===== src/rtl/home_auto_pkg.sv =====
// Shared constants and helpers for the home automation event arbiter.
package home_auto_pkg;

    typedef int unsigned width_t;

    localparam width_t CODE_IDLE = 0;
    localparam width_t ALARM_CH  = 2;

    // Smallest r such that 2**r >= v.
    function automatic width_t clog2(input width_t v);
        width_t r;
        r = 0;
        while ((width_t'(1) << r) < v) begin
            r = r + 1;
        end
        return r;
    endfunction

endpackage


===== src/rtl/home_event_arbiter_priority_mode_counter.sv =====
// Activity counter; its MSB selects the arbitration priority direction.
module priority_mode_counter #(
    parameter int unsigned PERIOD_W = 4
) (
    input  logic clk,
    input  logic reset,
    input  logic inc,
    output logic rev_mode
);

    logic [PERIOD_W-1:0] cnt_q;
    logic [PERIOD_W-1:0] cnt_d;

    always_comb begin
        cnt_d = cnt_q;
        if (inc) begin
            cnt_d = cnt_q + PERIOD_W'(1);
        end
    end

    always_ff @(posedge clk or negedge reset) begin
        if (!reset) begin
            cnt_q <= '0;
        end else begin
            cnt_q <= cnt_d;
        end
    end

    assign rev_mode = cnt_q[PERIOD_W-1];

endmodule


===== src/rtl/home_event_arbiter.sv =====
// One-grant-per-cycle event arbiter with alternating priority and minimum hold.
// Optional sticky alarm channel: define HOME_EVENT_ARBITER_STICKY_ALARM_EN.
module home_event_arbiter
    import home_auto_pkg::*;
#(
    parameter int unsigned N_REQ       = 5,
    parameter int unsigned TEMP_W      = 6,
    parameter int unsigned HEAT_TH     = 15,
    parameter int unsigned COOL_TH     = 30,
    parameter int unsigned PERIOD_W    = 4,
    parameter int unsigned HOLD_CYCLES = 2
) (
    input  logic                          clk,
    input  logic                          reset,
    input  logic [N_REQ-1:0]              req,
    input  logic                          temp_en,
    input  logic [TEMP_W-1:0]             temperature,
    input  logic                          ack_alarm,
    output logic [N_REQ+1:0]              grant_oh,
    output logic [clog2(N_REQ+3)-1:0]     code,
    output logic                          rev_mode
);

    localparam int unsigned N_CH   = N_REQ + 2;
    localparam int unsigned CODE_W = clog2(N_CH + 1);
    localparam int unsigned HOLD_W = 4;

    if (HEAT_TH > COOL_TH) begin : g_bad_thresholds
        $error("home_event_arbiter: HEAT_TH must not exceed COOL_TH");
    end
    if (HOLD_CYCLES < 1 || HOLD_CYCLES > 15) begin : g_bad_hold
        $error("home_event_arbiter: HOLD_CYCLES must be in 1..15");
    end

    logic [N_CH-1:0]   ch_c;
    logic              heat_req_c;
    logic              cool_req_c;
    logic [CODE_W-1:0] arb_code_c;
    logic              cur_req_c;
    logic              sticky_c;

    logic [CODE_W-1:0] code_q,  code_d;
    logic [N_CH-1:0]   grant_q, grant_d;
    logic [HOLD_W-1:0] hold_q,  hold_d;

    assign heat_req_c = temp_en && (32'(temperature) < HEAT_TH);
    assign cool_req_c = temp_en && (32'(temperature) > COOL_TH);
    assign ch_c       = {cool_req_c, heat_req_c, req};
    assign cur_req_c  = |(grant_q & ch_c);

`ifdef HOME_EVENT_ARBITER_STICKY_ALARM_EN
    if (N_REQ <= ALARM_CH) begin : g_bad_alarm
        $error("home_event_arbiter: sticky alarm needs N_REQ > ALARM_CH");
    end
    assign sticky_c = (code_q == CODE_W'(ALARM_CH + 1)) && !ack_alarm;
`else
    logic unused_ack_c;
    assign unused_ack_c = ack_alarm;
    assign sticky_c     = 1'b0;
`endif

    priority_mode_counter #(
        .PERIOD_W (PERIOD_W)
    ) u_mode_cnt (
        .clk      (clk),
        .reset    (reset),
        .inc      (|ch_c),
        .rev_mode (rev_mode)
    );

    // Winner scan: later assignments override, so scan order sets priority.
    always_comb begin
        arb_code_c = CODE_W'(CODE_IDLE);
        if (rev_mode) begin
            for (int i = 0; i < int'(N_CH); i++) begin
                if (ch_c[i]) arb_code_c = CODE_W'(i + 1);
            end
        end else begin
            for (int i = int'(N_CH) - 1; i >= 0; i--) begin
                if (ch_c[i]) arb_code_c = CODE_W'(i + 1);
            end
        end
    end

    always_comb begin
        code_d  = code_q;
        hold_d  = hold_q;
        grant_d = '0;
        if (sticky_c) begin
            code_d = code_q;
        end else if (code_q != CODE_W'(CODE_IDLE) && cur_req_c && hold_q != '0) begin
            hold_d = hold_q - HOLD_W'(1);
        end else begin
            code_d = arb_code_c;
            if (arb_code_c != CODE_W'(CODE_IDLE) && arb_code_c != code_q) begin
                hold_d = HOLD_W'(HOLD_CYCLES - 1);
            end else begin
                hold_d = '0;
            end
        end
        if (code_d != CODE_W'(CODE_IDLE)) begin
            grant_d = N_CH'(1) << (code_d - CODE_W'(1));
        end
    end

    always_ff @(posedge clk or negedge reset) begin
        if (!reset) begin
            code_q  <= '0;
            grant_q <= '0;
            hold_q  <= '0;
        end else begin
            code_q  <= code_d;
            grant_q <= grant_d;
            hold_q  <= hold_d;
        end
    end

    assign code     = code_q;
    assign grant_oh = grant_q;

endmodule


===== config.mk =====
export PLATFORM = sky130hd
export DESIGN_NAME = home_event_arbiter
export DESIGN_NICKNAME = d
export VERILOG_FILES = /design/src/rtl/home_auto_pkg.sv /design/src/rtl/home_event_arbiter_priority_mode_counter.sv /design/src/rtl/home_event_arbiter.sv
export SDC_FILE = /design/constraint.sdc
export NUM_CORES = 1
export LEC_CHECK = 0
export ABC_CLOCK_PERIOD_IN_PS = 4260
export BUFFER_PORTS_ARGS = -buffer_cell sky130_fd_sc_hd__buf_2
export CORE_MARGIN = 2
export CORE_UTILIZATION = 41
export DETAILED_ROUTE_END_ITERATION = 8
export PLACE_DENSITY = 0.68
export SETUP_SLACK_MARGIN = 0.02
export SYNTH_ARGS = -nofsm -noshare
export SYNTH_HDL_FRONTEND = slang
export SYNTH_SLANG_ARGS = --single-unit

===== constraint.sdc =====
create_clock -name clk -period 4.26 [get_ports clk]
set_input_delay 0.426 -clock clk [delete_from_list [all_inputs] [get_ports clk]]
set_output_delay 0.426 -clock clk [all_outputs]
set_load 0.05 [all_outputs]

==> flow_metrics.env, run 1 <==
export IMPL_syn_to_final_growth_pct=16.5
export IMPL_reg2reg_slack_ps=1880
export IMPL_ys_seq_elements=18
export IMPL_maxCapViolCount=0
export IMPL_htreeDepth=1
export IMPL_gr_usage_all_layers=0.162
export IMPL_fp_coreArea_um2=2430
export IMPL_grt_max_degree=19
export IMPL_dieWidth_um=54.4
export IMPL_startpoint_type="input pin"
export IMPL_synth_cell_types=40
export IMPL_wl_per_cell_um=13.8
export IMPL_grtUsageMet2=0.291
export IMPL_powerDensity_nw_per_um2=840
export IMPL_crit_arrival_ps=2640
export IMPL_setup_tns_ps=0
export IMPL_avgSynthCellArea_um2=11.0
export IMPL_synthCells=95
export IMPL_grt_ovfl_total=0
export IMPL_cts_hold_buffers_added=0
export IMPL_drtPass1Iterations=4
export IMPL_ios=26
export IMPL_dp_hpwl_mm=1.68
export IMPL_diodes=0
export IMPL_floorplan_rows=18
export IMPL_tightestPinTransition_ps=804
export IMPL_maxSlewViolCount=0
export IMPL_fill_cells=225
export IMPL_detailedPlace_worstSlack_ps=1510
export IMPL_ant_nets=0
export IMPL_hold_viol=0
export IMPL_synth_edff_count=0
export IMPL_layout_drive_gt1_share=0.331
export IMPL_via_per_inst=5.64
export IMPL_dr_first_iter_drc_count=30
export IMPL_slew_limit_headroom=0.461
export IMPL_cp_max_fo=8
export IMPL_drc=0
export IMPL_clk_latency_ps=290
export IMPL_grt_pass1_vias=839
export IMPL_cts_tree="built"
export IMPL_clkTransAtPathRegs_ps=90
export IMPL_gp_congestion=0.825
export IMPL_worstPathCellList="buf_2 > nand4_2 > o21ai_1 > a211oi_2 > a211oi_2 > buf_4 > mux2i_4 > inv_2 > nor2_1 > ha_1 > nor4_1"
export IMPL_numCtsBuffers=3
export IMPL_placedInstanceArea_um2=1190
export IMPL_fin_ws_ps=1810
export IMPL_outcome="complete, no violations"
export IMPL_top_usage_layer="met2"
export IMPL_grt_pass1_wl_mm=3.37
export IMPL_ys_dominant_reg_cell="dfrtp_1"
export IMPL_grt_util_met1=0.184
export IMPL_crit_required_ps=4450
export IMPL_root_buffer="clkbuf_4"
export IMPL_fin_crit_ps=2450
export IMPL_synth_top_area_frac=0.433
export IMPL_setup_viol=0
export IMPL_clockBufferDepth=2
export IMPL_grt_use_met3=0.00820
export IMPL_num_vias=852
export IMPL_die_h_um=54.4
export IMPL_synthTopCellsByCount="dfrtp_1, nor3_1, xor2_1"
export IMPL_end_kind="register"
export IMPL_yosysMostFrequentCell="dfrtp_1"
export IMPL_startpoint="temperature[1]"
export IMPL_yosysSeqAreaShare=0.433
export IMPL_wl_mm=2.09
export IMPL_final_cells=151
export IMPL_syn_cell_area_um2=1040
export IMPL_cp_common_cell="a211oi_2"
export IMPL_die_area_um2=2960
export IMPL_yosys_warnings=0
export IMPL_crit_type="in -> reg"
export IMPL_placed_cells=148
export IMPL_reg2reg_to="grant_oh[5]"
export IMPL_critPathMaxStageDelay_ps=320
export IMPL_cts_sinks=18
export IMPL_async_flop_share=1.00
export IMPL_rr_startpoint="hold_q[0]"
export IMPL_cts_setup_buffers=0
export IMPL_netlist_top_cells_area="dfrtp_1, ha_1, nor3_1"
export IMPL_cts_resized=0
export IMPL_design_area_um2=1210
export IMPL_finalClockSkew_ps=2.40
export IMPL_start_util=0.428
export IMPL_fin_crit_sh=0.575
export IMPL_fmax_ghz=0.408
export IMPL_cp_slowest_cell="mux2i_4"
export IMPL_port_buffers=24
export IMPL_yosysTopAreaCell="dfrtp_1"
export IMPL_r2r_cells=9
export IMPL_synth_nets=114
export IMPL_rsz0062_at_grt="no"
export IMPL_hp_class="in -> async"
export IMPL_nets=142
export IMPL_p_leak_uw=0.000566
export IMPL_peakVddDrop_uv=527
export IMPL_grt_antenna_before_repair=0
## area by class of cell
cell class              count  area [µm²]  area share
clock buffers               3        22.5      0.0186
inverters                   6        22.5      0.0186
multi-input cells          69         552       0.455
flip-flops and latches     18         450       0.372
well taps                  30        37.5      0.0310
repair buffers             25         128       0.105
## layer usage
| layer | part of all wire | vias up | wire [µm] |
|---|---|---|---|
| li1 | - | 408 | - |
| met3 | 0.045 | 5 | 94 |
| met4 | 0.027 | 0 | 56 |
| met1 | 0.45 | 415 | 939 |
| met5 | 0 | - | 0 |
| met2 | 0.48 | 24 | 998 |
## worst max-delay path, delay by kind of cell
family / cells / cell delay (ps)
fa+ha+maj: 1 / 280
simple gates: 3 / 570
mux: 1 / 320
buf+inv: 3 / 440
compound gates: 3 / 600
## state kept, by name (all words and copies together), names as in the netlist
name              flops
grant_oh              7
u_mode_cnt.cnt_q      4
hold_q                4
code                  3
## cells by family (layout without fill, tap and decap cells)
group                      count (synthesis)  after routing  synth area share
and+or+nand+nor                           32             32             0.188
AOI/OAI and AO/OA                         20             20             0.155
DFF                                       18             18             0.433
xor gates and xnor gates                   9              9            0.0757
buffers and inverters                      8             34            0.0373
adders and majority gates                  4              4            0.0481
muxes                                      4              4            0.0637
## per-stage QoR
| stage | util | total power (µW) | hold WS [ps] |
|---|---|---|---|
| after global routing | 0.498 | 1100 | 59.5 |
| after floorplan | - | 818 | 130 |
| after detailed placement | 0.489 | 944 | 370 |
| after CTS | 0.498 | 1030 | 44.9 |
| after global placement | 0.489 | 922 | 365 |
| final | 0.498 | 1020 | 40.1 |
## power by group
group / total, µW / switching (µW) / internal (µW)
Sequential: 317 / 70.7 / 247
Clock: 80.9 / 48.0 / 32.9
Combinational: 621 / 392 / 229
## how the worst max path moves through the flow
| stage | endpoint | depth (start not counted) |
|---|---|---|
| finish | grant_oh[5] | 11 |
| global route | grant_oh[6] | 11 |
| CTS | grant_oh[5] | 11 |
| detailed placement | grant_oh[5] | 11 |
| global placement | grant_oh[5] | 11 |
| floorplan | grant_oh[5] | 10 |
## cell usage in the layout (no fill, tap or decap), types with 2 or more instances in the layout
| cell type | n |
|---|---|
| xor2_1 | 5 |
| nor4_2 | 2 |
| buf_2 | 24 |
| a21oi_1 | 3 |
| nor2_1 | 4 |
| mux2i_4 | 2 |
| nand2_1 | 3 |
| dfrtp_1 | 18 |
| xnor2_1 | 4 |
| o31a_1 | 2 |
| nor3_1 | 9 |
| o21bai_1 | 2 |
| inv_2 | 2 |
| nor4_1 | 3 |
| inv_1 | 4 |
| a211oi_2 | 2 |
| and2_1 | 2 |
| ha_1 | 4 |
| o41ai_1 | 2 |
| clkbuf_4 | 3 |
Power figures use the tool's default switching activity.
==> run 2: changes to the inputs <==
- ABC_CLOCK_PERIOD_IN_PS: 4260 -> 2200
- PLACE_DENSITY: 0.68 -> 0.71
- clock period: 4.26 -> 2.2 ns (I/O delays scaled with it)
==> run 2 against run 1 <==
  * The run now ends with setup timing left
  * Final cell count is 18% higher
  * Routed wire length grew 19%
  * Die area unchanged
  * Critical path type is now reg -> reg
==> flow_metrics.env, run 2 (same netlist as run 1, synthesis figures left out) <==
export IMPL_layout_drive_gt1_share=0.581
export IMPL_via_per_inst=5.19
export IMPL_rsz0062_at_grt="yes"
export IMPL_dieWidth_um=54.4
export IMPL_setup_tns_ps=-65.9
export IMPL_reg2reg_to="u_mode_cnt.cnt_q[1]"
export IMPL_end_kind="register"
export IMPL_dp_hpwl_mm=1.84
export IMPL_numCtsBuffers=3
export IMPL_crit_type="reg -> reg"
export IMPL_root_buffer="clkbuf_4"
export IMPL_fp_coreArea_um2=2430
export IMPL_grt_use_met3=0.00820
export IMPL_failed_checks="setup timing"
export IMPL_dr_first_iter_drc_count=22
export IMPL_grt_util_met1=0.216
export IMPL_layout_common_cells="buf_4, buf_2, dfrtp_2, dfrtp_1"
export IMPL_outcome="finished with violations"
export IMPL_port_buffers=24
export IMPL_rr_startpoint="grant_oh[0]"
export IMPL_drtPass1Iterations=4
export IMPL_fin_crit_ps=2230
export IMPL_crit_arrival_ps=2420
export IMPL_hold_viol=0
export IMPL_tightestPinTransition_ps=545
export IMPL_gr_usage_all_layers=0.182
export IMPL_slew_limit_headroom=0.635
export IMPL_cts_sinks=18
export IMPL_drc=0
export IMPL_syn_to_final_growth_pct=45.7
export IMPL_startpoint_type="register"
export IMPL_gp_congestion=0.816
export IMPL_finalClockSkew_ps=4.87
export IMPL_r2r_cells=7
export IMPL_nets=168
export IMPL_clockBufferDepth=2
export IMPL_grt_pass1_vias=880
export IMPL_design_area_um2=1520
export IMPL_ant_nets=0
export IMPL_clk_latency_ps=290
export IMPL_start_util=0.428
export IMPL_grt_ovfl_total=0
export IMPL_wl_per_cell_um=13.9
export IMPL_cp_max_fo=8
export IMPL_die_area_um2=2960
export IMPL_fmax_ghz=0.448
export IMPL_grt_pass1_wl_mm=3.64
export IMPL_fin_ws_ps=-31.0
export IMPL_hp_class="in -> async"
export IMPL_htreeDepth=1
export IMPL_num_vias=923
export IMPL_powerDensity_nw_per_um2=1680
export IMPL_crit_required_ps=2390
export IMPL_fin_hold_ws_ps=375
export IMPL_clkTransAtPathRegs_ps=100
export IMPL_fin_crit_sh=1.01
export IMPL_grtUsageMet2=0.309
export IMPL_die_h_um=54.4
export IMPL_post_route_util=0.623
export IMPL_diodes=0
export IMPL_reg2reg_slack_ps=-30
export IMPL_maxSlewViolCount=0
export IMPL_power_uw=2540
export IMPL_cts_tree="built"
export IMPL_ios=26
export IMPL_placedInstanceArea_um2=1380
export IMPL_p_leak_uw=0.000692
export IMPL_mostFrequentLayoutCell="buf_4"
export IMPL_grt_max_degree=19
export IMPL_floorplan_rows=18
export IMPL_wl_mm=2.48
export IMPL_top_usage_layer="met2"
export IMPL_peakVddDrop_uv=1220
export IMPL_grt_antenna_before_repair=0
export IMPL_largest_register_ffs=7
export IMPL_setup_viol=3
export IMPL_maxCapViolCount=0
==> run 2: per-layer routing <==
layer | wire, µm | vias up
met2 | 1200 | 26
li1 | - | 458
met1 | 1110 | 435
met4 | 70 | 0
met5 | 0 | -
met3 | 95 | 4
==> run 2: final cells by class <==
cell class,instances,area [µm²]
Inverter,6,22.5
Multi-Input combinational cell,69,643
Sequential cell,18,462
Timing Repair Buffer,51,325
Clock buffer,4,26.3
Fill cell,210,916
Tap cell,30,37.5
==> run 2: worst max path at each step <==
stage,startpoint,end,slack (ps),cells after the start
detailed placement,temperature[1],grant_oh[5],-400,10
global route,hold_q[1],grant_oh[5],-150,8
floorplan,grant_oh[0],grant_oh[5],-110,10
global placement,temperature[1],grant_oh[4],-300,10
finish,grant_oh[0],u_mode_cnt.cnt_q[1],-30,7
CTS,grant_oh[0],grant_oh[0],-60,10
==> run 2: power breakdown <==
| group | switching (µW) | total (µW) | leakage [µW] | internal (µW) |
|---|---|---|---|---|
| Clock | 99.7 | 170 | 0.0000150 | 70.6 |
| Sequential | 96.6 | 585 | 0.000216 | 489 |
| Combinational | 1020 | 1790 | 0.000461 | 766 |
==> run 2: critical path: stages, from the launching register on <==
cell and delay, ps:
dfrtp_2 410, a222oi_1 310, nand2_1 130, a211oi_2 290, a211oi_4 120, buf_4 200
nor4_4 300, mux2_2 360
==> run 2: per-stage QoR <==
step,setup WS (ps),cells
2_1_floorplan,-112,95
3_3_place_gp,-302,172
3_5_place_dp,-399,172
4_1_cts,-61.7,177
5_1_grt,-153,178
6_report,-31.0,178
==> run 2: repair_timing <==
action,4_1_cts,5_1_grt
setup endpoints to repair,8,9
pin swaps,6,4
buffers inserted,0,1
hold buffers,1,0
resized for setup,5,11
endpoints found under the hold margin,18,0
